**src/rtl/shift_pkg.sv**
```systemverilog
// Shared mode encodings for the universal shift register and its users.
package shift_pkg;

  typedef logic [1:0] mode_t;

  localparam mode_t MODE_HOLD = 2'b00;
  localparam mode_t MODE_SHR  = 2'b01;
  localparam mode_t MODE_SHL  = 2'b10;
  localparam mode_t MODE_LOAD = 2'b11;

endpackage

```
**src/rtl/shift_frame_cnt.sv**
```systemverilog
// Frame counter: counts enabled shifts and pulses frame_done on every WIDTH-th one.
module shift_frame_cnt #(
  parameter int WIDTH = 8
) (
  input  logic clk,
  input  logic rst,
  input  logic en,
  input  logic shift,
  input  logic clr,
  output logic frame_done
);

  localparam int CNT_W = (WIDTH > 2) ? $clog2(WIDTH) : 1;
  localparam logic [CNT_W-1:0] CNT_MAX = CNT_W'(WIDTH - 1);

  logic [CNT_W-1:0] cnt;

  // NOTE: sequential state uses non-blocking assignments so every register
  // samples pre-edge values, independent of statement order.
  always_ff @(posedge clk or posedge rst) begin
    if (rst) begin
      cnt        <= '0;
      frame_done <= 1'b0;
    end else begin
      frame_done <= 1'b0;
      if (en) begin
        if (clr) begin
          cnt <= '0;
        end else if (shift) begin
          if (cnt == CNT_MAX) begin
            cnt        <= '0;
            frame_done <= 1'b1;
          end else begin
            cnt <= cnt + 1'b1;
          end
        end
      end
    end
  end

endmodule

```
**src/rtl/shift_univ.sv**
```systemverilog
// Universal WIDTH-bit shift register: hold / shift right / shift left / load,
// optional rotate, serial in/out and a frame-complete pulse every WIDTH shifts.
module shift_univ
  import shift_pkg::*;
#(
  parameter int               WIDTH   = 8,
  parameter logic [WIDTH-1:0] RST_VAL = '0
) (
  input  logic             clk,
  input  logic             rst,
  input  logic             en,
  input  logic [1:0]       mode,
  input  logic             rot,
  input  logic             sin,
  input  logic [WIDTH-1:0] pin,
  output logic [WIDTH-1:0] pout,
  output logic             sout,
  output logic             frame_done
);

  logic             fill;
  logic [WIDTH-1:0] pout_next;
  logic             shift;
  logic             clr;

  // NOTE: every combinational output gets a default first so no path leaves
  // it unassigned, which would otherwise infer a latch.
  always_comb begin
    fill      = sin;
    pout_next = pout;
    case (mode)
      MODE_SHR: begin
        fill      = rot ? pout[0] : sin;
        pout_next = {fill, pout[WIDTH-1:1]};
      end
      MODE_SHL: begin
        fill      = rot ? pout[WIDTH-1] : sin;
        pout_next = {pout[WIDTH-2:0], fill};
      end
      MODE_LOAD: pout_next = pin;
      MODE_HOLD: pout_next = pout;
      default:   pout_next = pout;
    endcase
  end

  always_ff @(posedge clk or posedge rst) begin
    if (rst) begin
      pout <= RST_VAL;
    end else if (en) begin
      pout <= pout_next;
    end
  end

  // Serial out is the bit that the current direction would push out next.
  assign sout  = (mode == MODE_SHL) ? pout[WIDTH-1] : pout[0];
  assign shift = (mode == MODE_SHR) || (mode == MODE_SHL);
  assign clr   = (mode == MODE_LOAD);

  shift_frame_cnt #(
    .WIDTH(WIDTH)
  ) u_frame_cnt (
    .clk       (clk),
    .rst       (rst),
    .en        (en),
    .shift     (shift),
    .clr       (clr),
    .frame_done(frame_done)
  );

endmodule

```
**config.mk**
```make
export PLATFORM = sky130hd
export DESIGN_NAME = shift_univ
export DESIGN_NICKNAME = d
export VERILOG_FILES = /design/src/rtl/shift_pkg.sv /design/src/rtl/shift_frame_cnt.sv /design/src/rtl/shift_univ.sv
export SDC_FILE = /design/constraint.sdc
export NUM_CORES = 1
export LEC_CHECK = 0
export CORE_AREA = 8 8 53 55
export DETAILED_ROUTE_END_ITERATION = 8
export DIE_AREA = 0 0 61 63
export GPL_ROUTABILITY_DRIVEN = 0
export GPL_TIMING_DRIVEN = 0
export PLACE_DENSITY = 0.71
export SYNTH_ARGS = -nofsm -noshare
export SYNTH_HDL_FRONTEND = slang
export SYNTH_SLANG_ARGS = --single-unit
export TNS_END_PERCENT = 50
```
**constraint.sdc**
```tcl
create_clock -name clk -period 1 [get_ports clk]
set_input_delay 0.1 -clock clk [delete_from_list [all_inputs] [get_ports clk]]
set_output_delay 0.1 -clock clk [all_outputs]
set_load 0.01 [all_outputs]
```
==> impl_metrics.tcl <==
set metrics [dict create \
    place_area_mm2 0.00103 \
    slew_violations 0 \
    cp_cell_sequence "mux2_4 > buf_6" \
    drc 0 \
    rrSetupSlack_ns -0.09 \
    path_max_fanout 2 \
    dieArea_mm2 0.00384 \
    wl_mm 2.29 \
    syn_area_um2 749 \
    grt_pass1_vias 761 \
    path_clk_slew_ns 0.09 \
    period_needed_ns 1.21 \
    worstPathBufferInverterCount 1 \
    hpwlAfterDp_mm 1.42 \
    skew_ns 0.0122 \
    synth_edf_count 0 \
    violations "setup timing" \
    grt_max_degree 13 \
    r2r_cells 5 \
    detail_route.wl_per_cell_um 15.7 \
    die_h_um 63 \
    ant_nets 0 \
    synth_compound_area_share_pct 22.7 \
    insertion_delay_ns 0.28 \
    max-cap-violations 0 \
    fmax_ghz 0.828 \
    reg2reg_to "pout[7]" \
    path_delay_family "flip-flops" \
    hold_viol_final 0 \
    synth_fa_ha_area_share_pct 8.35 \
    slowest_stage "dfrtp_1" \
    synth_top_family_by_area "compound AO/OA/AOI/OAI gates" \
    dr.pass1.iters 4 \
    instances_no_fill 146 \
    num_vias 700 \
    syn_nets 92 \
    max_stage_delay_ns 0.42 \
    drt_iter0_drc 23 \
    power.leakage_nw 0.574 \
    drive_above_1_share_pct 53.4 \
    pin_count 25 \
    place_inst 124 \
    grt_usage_pct 12.8 \
    start_util_pct 36.3 \
    synthXorXnorAreaFrac_pct 0 \
    fin_area_mm2 0.00127 \
    final_common_cell "buf_4" \
    synthCells 72 \
    dieWidth_um 61 \
    synth_warnings 0 \
    ys_seq_elements 12 \
    relSlewSlack_pct 66.7 \
    ys.flop_type "dfrtp_1" \
    fin_nets 139 \
    setup_viol 9 \
    synthSimpleGateAreaFrac_pct 19.5 \
    worst_pin_slew_ns 0.498 \
    diodes 0 \
    cts.sinks 12 \
    power_density_mw_per_mm2 1490 \
    hp-class "in2async" \
    ys_types 25 \
    fin_crit_sh_pct 121 \
    crit_required_ns 0.90 \
    r2r_start "pout[0]" \
    htreeDepth 1 \
    cts_tree "yes" \
    cts_buffers 3 \
    fin_ws_ns -0.208 \
    postSynth.asyncResetShare_pct 100 \
    place_ws_ns -0.904 \
    worst_setup_path_end_kind "output pin" \
    routed_via_density 4.79 \
    ir_worst_vdd_uv 1090 \
    critPathArrivalTime_ns 1.11 \
    avgSynthCellArea_um2 10.4 \
    cts_max_path_buffers 2 \
    synthMuxAreaShare_pct 1.50 \
    grt_first_pass_wirelength_mm 3.77 \
    ys_seq_area_share_pct 40.1 \
    numPortBuffers 24 \
    critPathKind "reg2out" \
    antenna_found_initial 0 \
    coreArea_mm2 0.00206 \
    overflow 0 \
    most-common-layout-cells "buf_4 (12), clkdlybuf4s50_1 (11), dfrtp_1 (11)" \
    grt_setup_unrepaired "yes" \
    root_buffer "clkbuf_4" \
    area_delta_synth_final_pct 69.4 \
    crit_path_start_kind "register" \
    num_rows 17 \
    run_status "finished, violations left" \
]
==> cells by family (layout without fill, tap and decap cells) <==
| group | count (synthesis) | count (layout) |
|---|---|---|
| multiplexers | 1 | 1 |
| AO/OA/AOI/OAI | 21 | 21 |
| flip-flops | 12 | 12 |
| AND/OR/NAND/NOR | 26 | 26 |
| adder cells (fa/ha/maj) | 5 | 5 |
| buffers and inverters | 7 | 53 |
==> Yosys cell counts, types with 2 or more instances <==
cell | n | share of area [%]
a31oi_2 | 2 | 3.3
a31oi_1 | 4 | 3.3
dfrtp_1 | 12 | 40
nor2_1 | 6 | 3.0
a22oi_1 | 6 | 6.0
nand2_1 | 8 | 4.0
a21oi_2 | 2 | 2.3
buf_6 | 2 | 3.0
and2_1 | 2 | 1.7
nor2_2 | 2 | 1.7
inv_1 | 3 | 1.5
a221oi_2 | 2 | 4.0
ha_1 | 5 | 8.3
nand2b_1 | 3 | 2.5
o21ai_1 | 3 | 2.0
==> metrics by stage <==
stage	total power (W)	util (%)	TNS [ns]	hold WS [ns]
finish	0.00190	61.6	-0.705	0.126
floorplan	0.00100	-	-0.191	-0.0353
global route	0.00203	61.6	-1.04	0.202
global placement	0.00126	49.9	-6.90	0.454
detailed placement	0.00128	49.9	-7.25	0.459
CTS	0.00186	59.5	-0.716	0.151
==> power breakdown <==
part	internal, W	switching (W)	total [W]	leakage, nW
Sequential	0.000590	0.0000813	0.000671	0.140
Clock	0.000222	0.000181	0.000402	0.0210
Combinational	0.000465	0.000358	0.000824	0.413
==> layout make-up <==
class                      instances  area [um2]
fill                             188         793
tap                               28        35.0
multi-input combinational         53         455
clock buffer                       4        36.3
buffer                             4        53.8
sequential                        12         302
timing repair buffer              42         377
inverter                           3        11.3
==> flip-flops by register name, summed over array words and instances, names as in the netlist <==
name and count:
pout 8, u_frame_cnt.cnt 3, u_frame_cnt.frame_done 1
==> per-layer routing <==
| metal | up-vias | share of wire (%) | GRT usage [%] |
|---|---|---|---|
| li1 | 349 | - | - |
| met1 | 329 | 43 | 15.7 |
| met2 | 20 | 53 | 21.2 |
| met3 | 2 | 4.0 | 3.29 |
| met4 | 0 | 0.83 | 2.62 |
| met5 | - | 0 | 0 |
==> worst max path at each step <==
stage	startpoint	to	slack, ns	depth (start not counted)
floorplan	u_frame_cnt.cnt[0]	u_frame_cnt.cnt[0]	-0.08	4
global placement	mode[0]	sout	-0.87	6
detailed placement	mode[0]	sout	-0.90	6
CTS	pout[7]	sout	-0.20	2
global route	pout[0]	sout	-0.23	2
finish	pout[0]	sout	-0.21	2
==> repair_timing <==
item,CTS,global route
setup endpoints to repair,22,18
cloned,0,1
setup buffers,16,2
pin swaps,7,8
resized for setup,58,14
hold buffers,0,0
Power figures use the tool's default switching activity.
==> patch: new RTL, config.mk and constraints unchanged <==
Add an input register stage for `mode`, without a reset; this delays it by one clock. The other inputs are not delayed to match.
--- a/src/rtl/shift_univ.sv
+++ b/src/rtl/shift_univ.sv
@@ -18,6 +18,12 @@
   output logic             frame_done
 );
 
+  logic [1:0] mode_q;
+
+  always_ff @(posedge clk) begin
+    mode_q <= mode;
+  end
+
   logic             fill;
   logic [WIDTH-1:0] pout_next;
   logic             shift;
@@ -28,7 +34,7 @@
   always_comb begin
     fill      = sin;
     pout_next = pout;
-    case (mode)
+    case (mode_q)
       MODE_SHR: begin
         fill      = rot ? pout[0] : sin;
         pout_next = {fill, pout[WIDTH-1:1]};
@@ -52,9 +58,9 @@
   end
 
   // Serial out is the bit that the current direction would push out next.
-  assign sout  = (mode == MODE_SHL) ? pout[WIDTH-1] : pout[0];
-  assign shift = (mode == MODE_SHR) || (mode == MODE_SHL);
-  assign clr   = (mode == MODE_LOAD);
+  assign sout  = (mode_q == MODE_SHL) ? pout[WIDTH-1] : pout[0];
+  assign shift = (mode_q == MODE_SHR) || (mode_q == MODE_SHL);
+  assign clr   = (mode_q == MODE_LOAD);
 
   shift_frame_cnt #(
     .WIDTH(WIDTH)
Formal check against the unedited RTL: not equivalent (a bounded check fails within 4 cycles, from zero or initial values and one cycle with rst high).
==> patch against the unedited design <==
- sequential cell count is 2 higher
- final area rose by 2.2%
- critical path type unchanged
- synthesized area up 2.5%
- combinational power shrank 5.3%
- wire length shrank 4.9%
- sequential share of layout area rose by 2.7 points
- synthesized cell count is 1.4% higher
- largest cell class unchanged
- worst setup slack lost 0.22 ns
- highest routed layer is now met3
- the run still ends with negative setup slack left
- power increased by 1.7%
==> patch: results (changes against the unedited design) <==
status: finished with violations
failing checks: negative setup slack
synthesized net count: 93 (+1.1%)
# diodes: 0 (unchanged)
vias in the first global route: 791 (+3.9%)
gr usage total: 12.21% (-0.55 points)
Ys Warns: 0 (unchanged)
initial antenna violation count: 0 (unchanged)
DR iter-0 viols: 14 (-39%)
Seq/Total Area, Yosys: 44.30% (+4.2 points)
Fillers: 186 (-1.1%)
Worst VDD drop: 0.001082 V (-0.50%)
Synth Area in Adders: 8.143% (-0.20 points)
first-pass GRT wire length: 3.643 mm (-3.3%)
Final setup viols: 15 (+6)
share of layout cells above drive strength 1: 46.67% (-6.7 points)
Switch Pwr: 0.5915 mW (-4.7%)
routed wire length: 2.175 mm (-4.9%)
setup_tns: -3.567 ns (-2.861 ns)
Area contributors post-synth: dfrtp_1, ha_1, a22oi_1
Post-CTS Setup Inserts: 18 (+2)
top cells by count, synth: dfrtp_1, nand2_1, a22oi_1, nor2_1
post-synthesis compound-gate area fraction: 21.01% (-1.7 points)
CP max stage cell: dfxtp_2
Max H-tree Level: 1 (unchanged)
post-DP HPWL: 1.404 mm (-1.1%)
post-CTS resize count: 51 (-12%)
Vias/cell: 5.020 (+4.7%)
unique cell type count in the Yosys netlist: 28 (+12%)
Clock net power: 0.413 mW (+3%)
Layout Skew: 0.01290 ns (+0.0007348 ns)
Leak: 0.5752 nW (+0.15%)
kind of cell adding the most delay to the critical path: flip-flops
IO Port Bufs: 24 (unchanged)
DR pass1 iterations: 4 (unchanged)
Final WS setup: -0.4314 ns (-0.2231 ns)
Slew @ Worst Pin: 0.4950 ns (-0.003373 ns)
nets@finish: 141 (+1.4%)
Largest regs: pout: 8 flops, u_frame_cnt.cnt: 3 flops, mode_q: 2 flops
CP max stage delay: 0.34 ns (-0.08 ns)
comb pwr: 0.780 mW (-5.3%)
ys async rst share: 85.71% (-14 points)
mux cell area share after synthesis: 1.466% (-0.037 points)
patch: path summary, 6_finish.rpt:
path,start,end,slack (ns),cells after the start
setup / recovery,mode_q[0]$_DFF_P_,sout,-0.43,5
hold / removal,rst,pout[6]$_DFFE_PP0P_,0.12,2
setup reg to reg,mode_q[0]$_DFF_P_,pout[6]$_DFFE_PP0P_,-0.35,7
hold reg to reg,u_frame_cnt.cnt[2]$_DFFE_PP0P_,u_frame_cnt.cnt[2]$_DFFE_PP0P_,0.50,2
max in group asynchronous,rst,u_frame_cnt.frame_done$_DFF_PP0_,0.53,2
min in group clk,mode[1],mode_q[1]$_DFF_P_,0.25,1
patch: cell type report:
| type | count | share of cell area [%] |
|---|---|---|
| flip-flops and latches | 14 | 26.42 |
| clock buffers | 4 | 2.797 |
| well taps | 28 | 2.700 |
| repair buffers | 43 | 29.80 |
| inverters | 3 | 0.8679 |
| multi-input cells | 53 | 33.85 |
| plain buffers | 3 | 3.568 |
patch: metal layers:
| layer | wire length, um | vias to the layer above | GRT usage, % |
|---|---|---|---|
| met2 | 1153 | 28 | 20.77 |
| li1 | - | 358 | - |
| met3 | 166 | 0 | 6.173 |
| met4 | 0 | 0 | 1.458 |
| met5 | 0 | - | 0 |
| met1 | 856 | 357 | 13.30 |
patch: through the flow:
| stage | cell area [um^2] | cells | power, mW | worst slack (ns) |
|---|---|---|---|---|
| 5_1_grt | 1297 | 148 | 2.048 | -0.4778 |
| 4_1_cts | 1313 | 148 | 1.944 | -0.4369 |
| 2_1_floorplan | 782.0 | 73 | 1.080 | -0.1428 |
| 6_report | 1297 | 148 | 1.930 | -0.4314 |
| 3_5_place_dp | 1057 | 125 | 1.355 | -0.6355 |
| 3_3_place_gp | 1057 | 125 | 1.334 | -0.6159 |
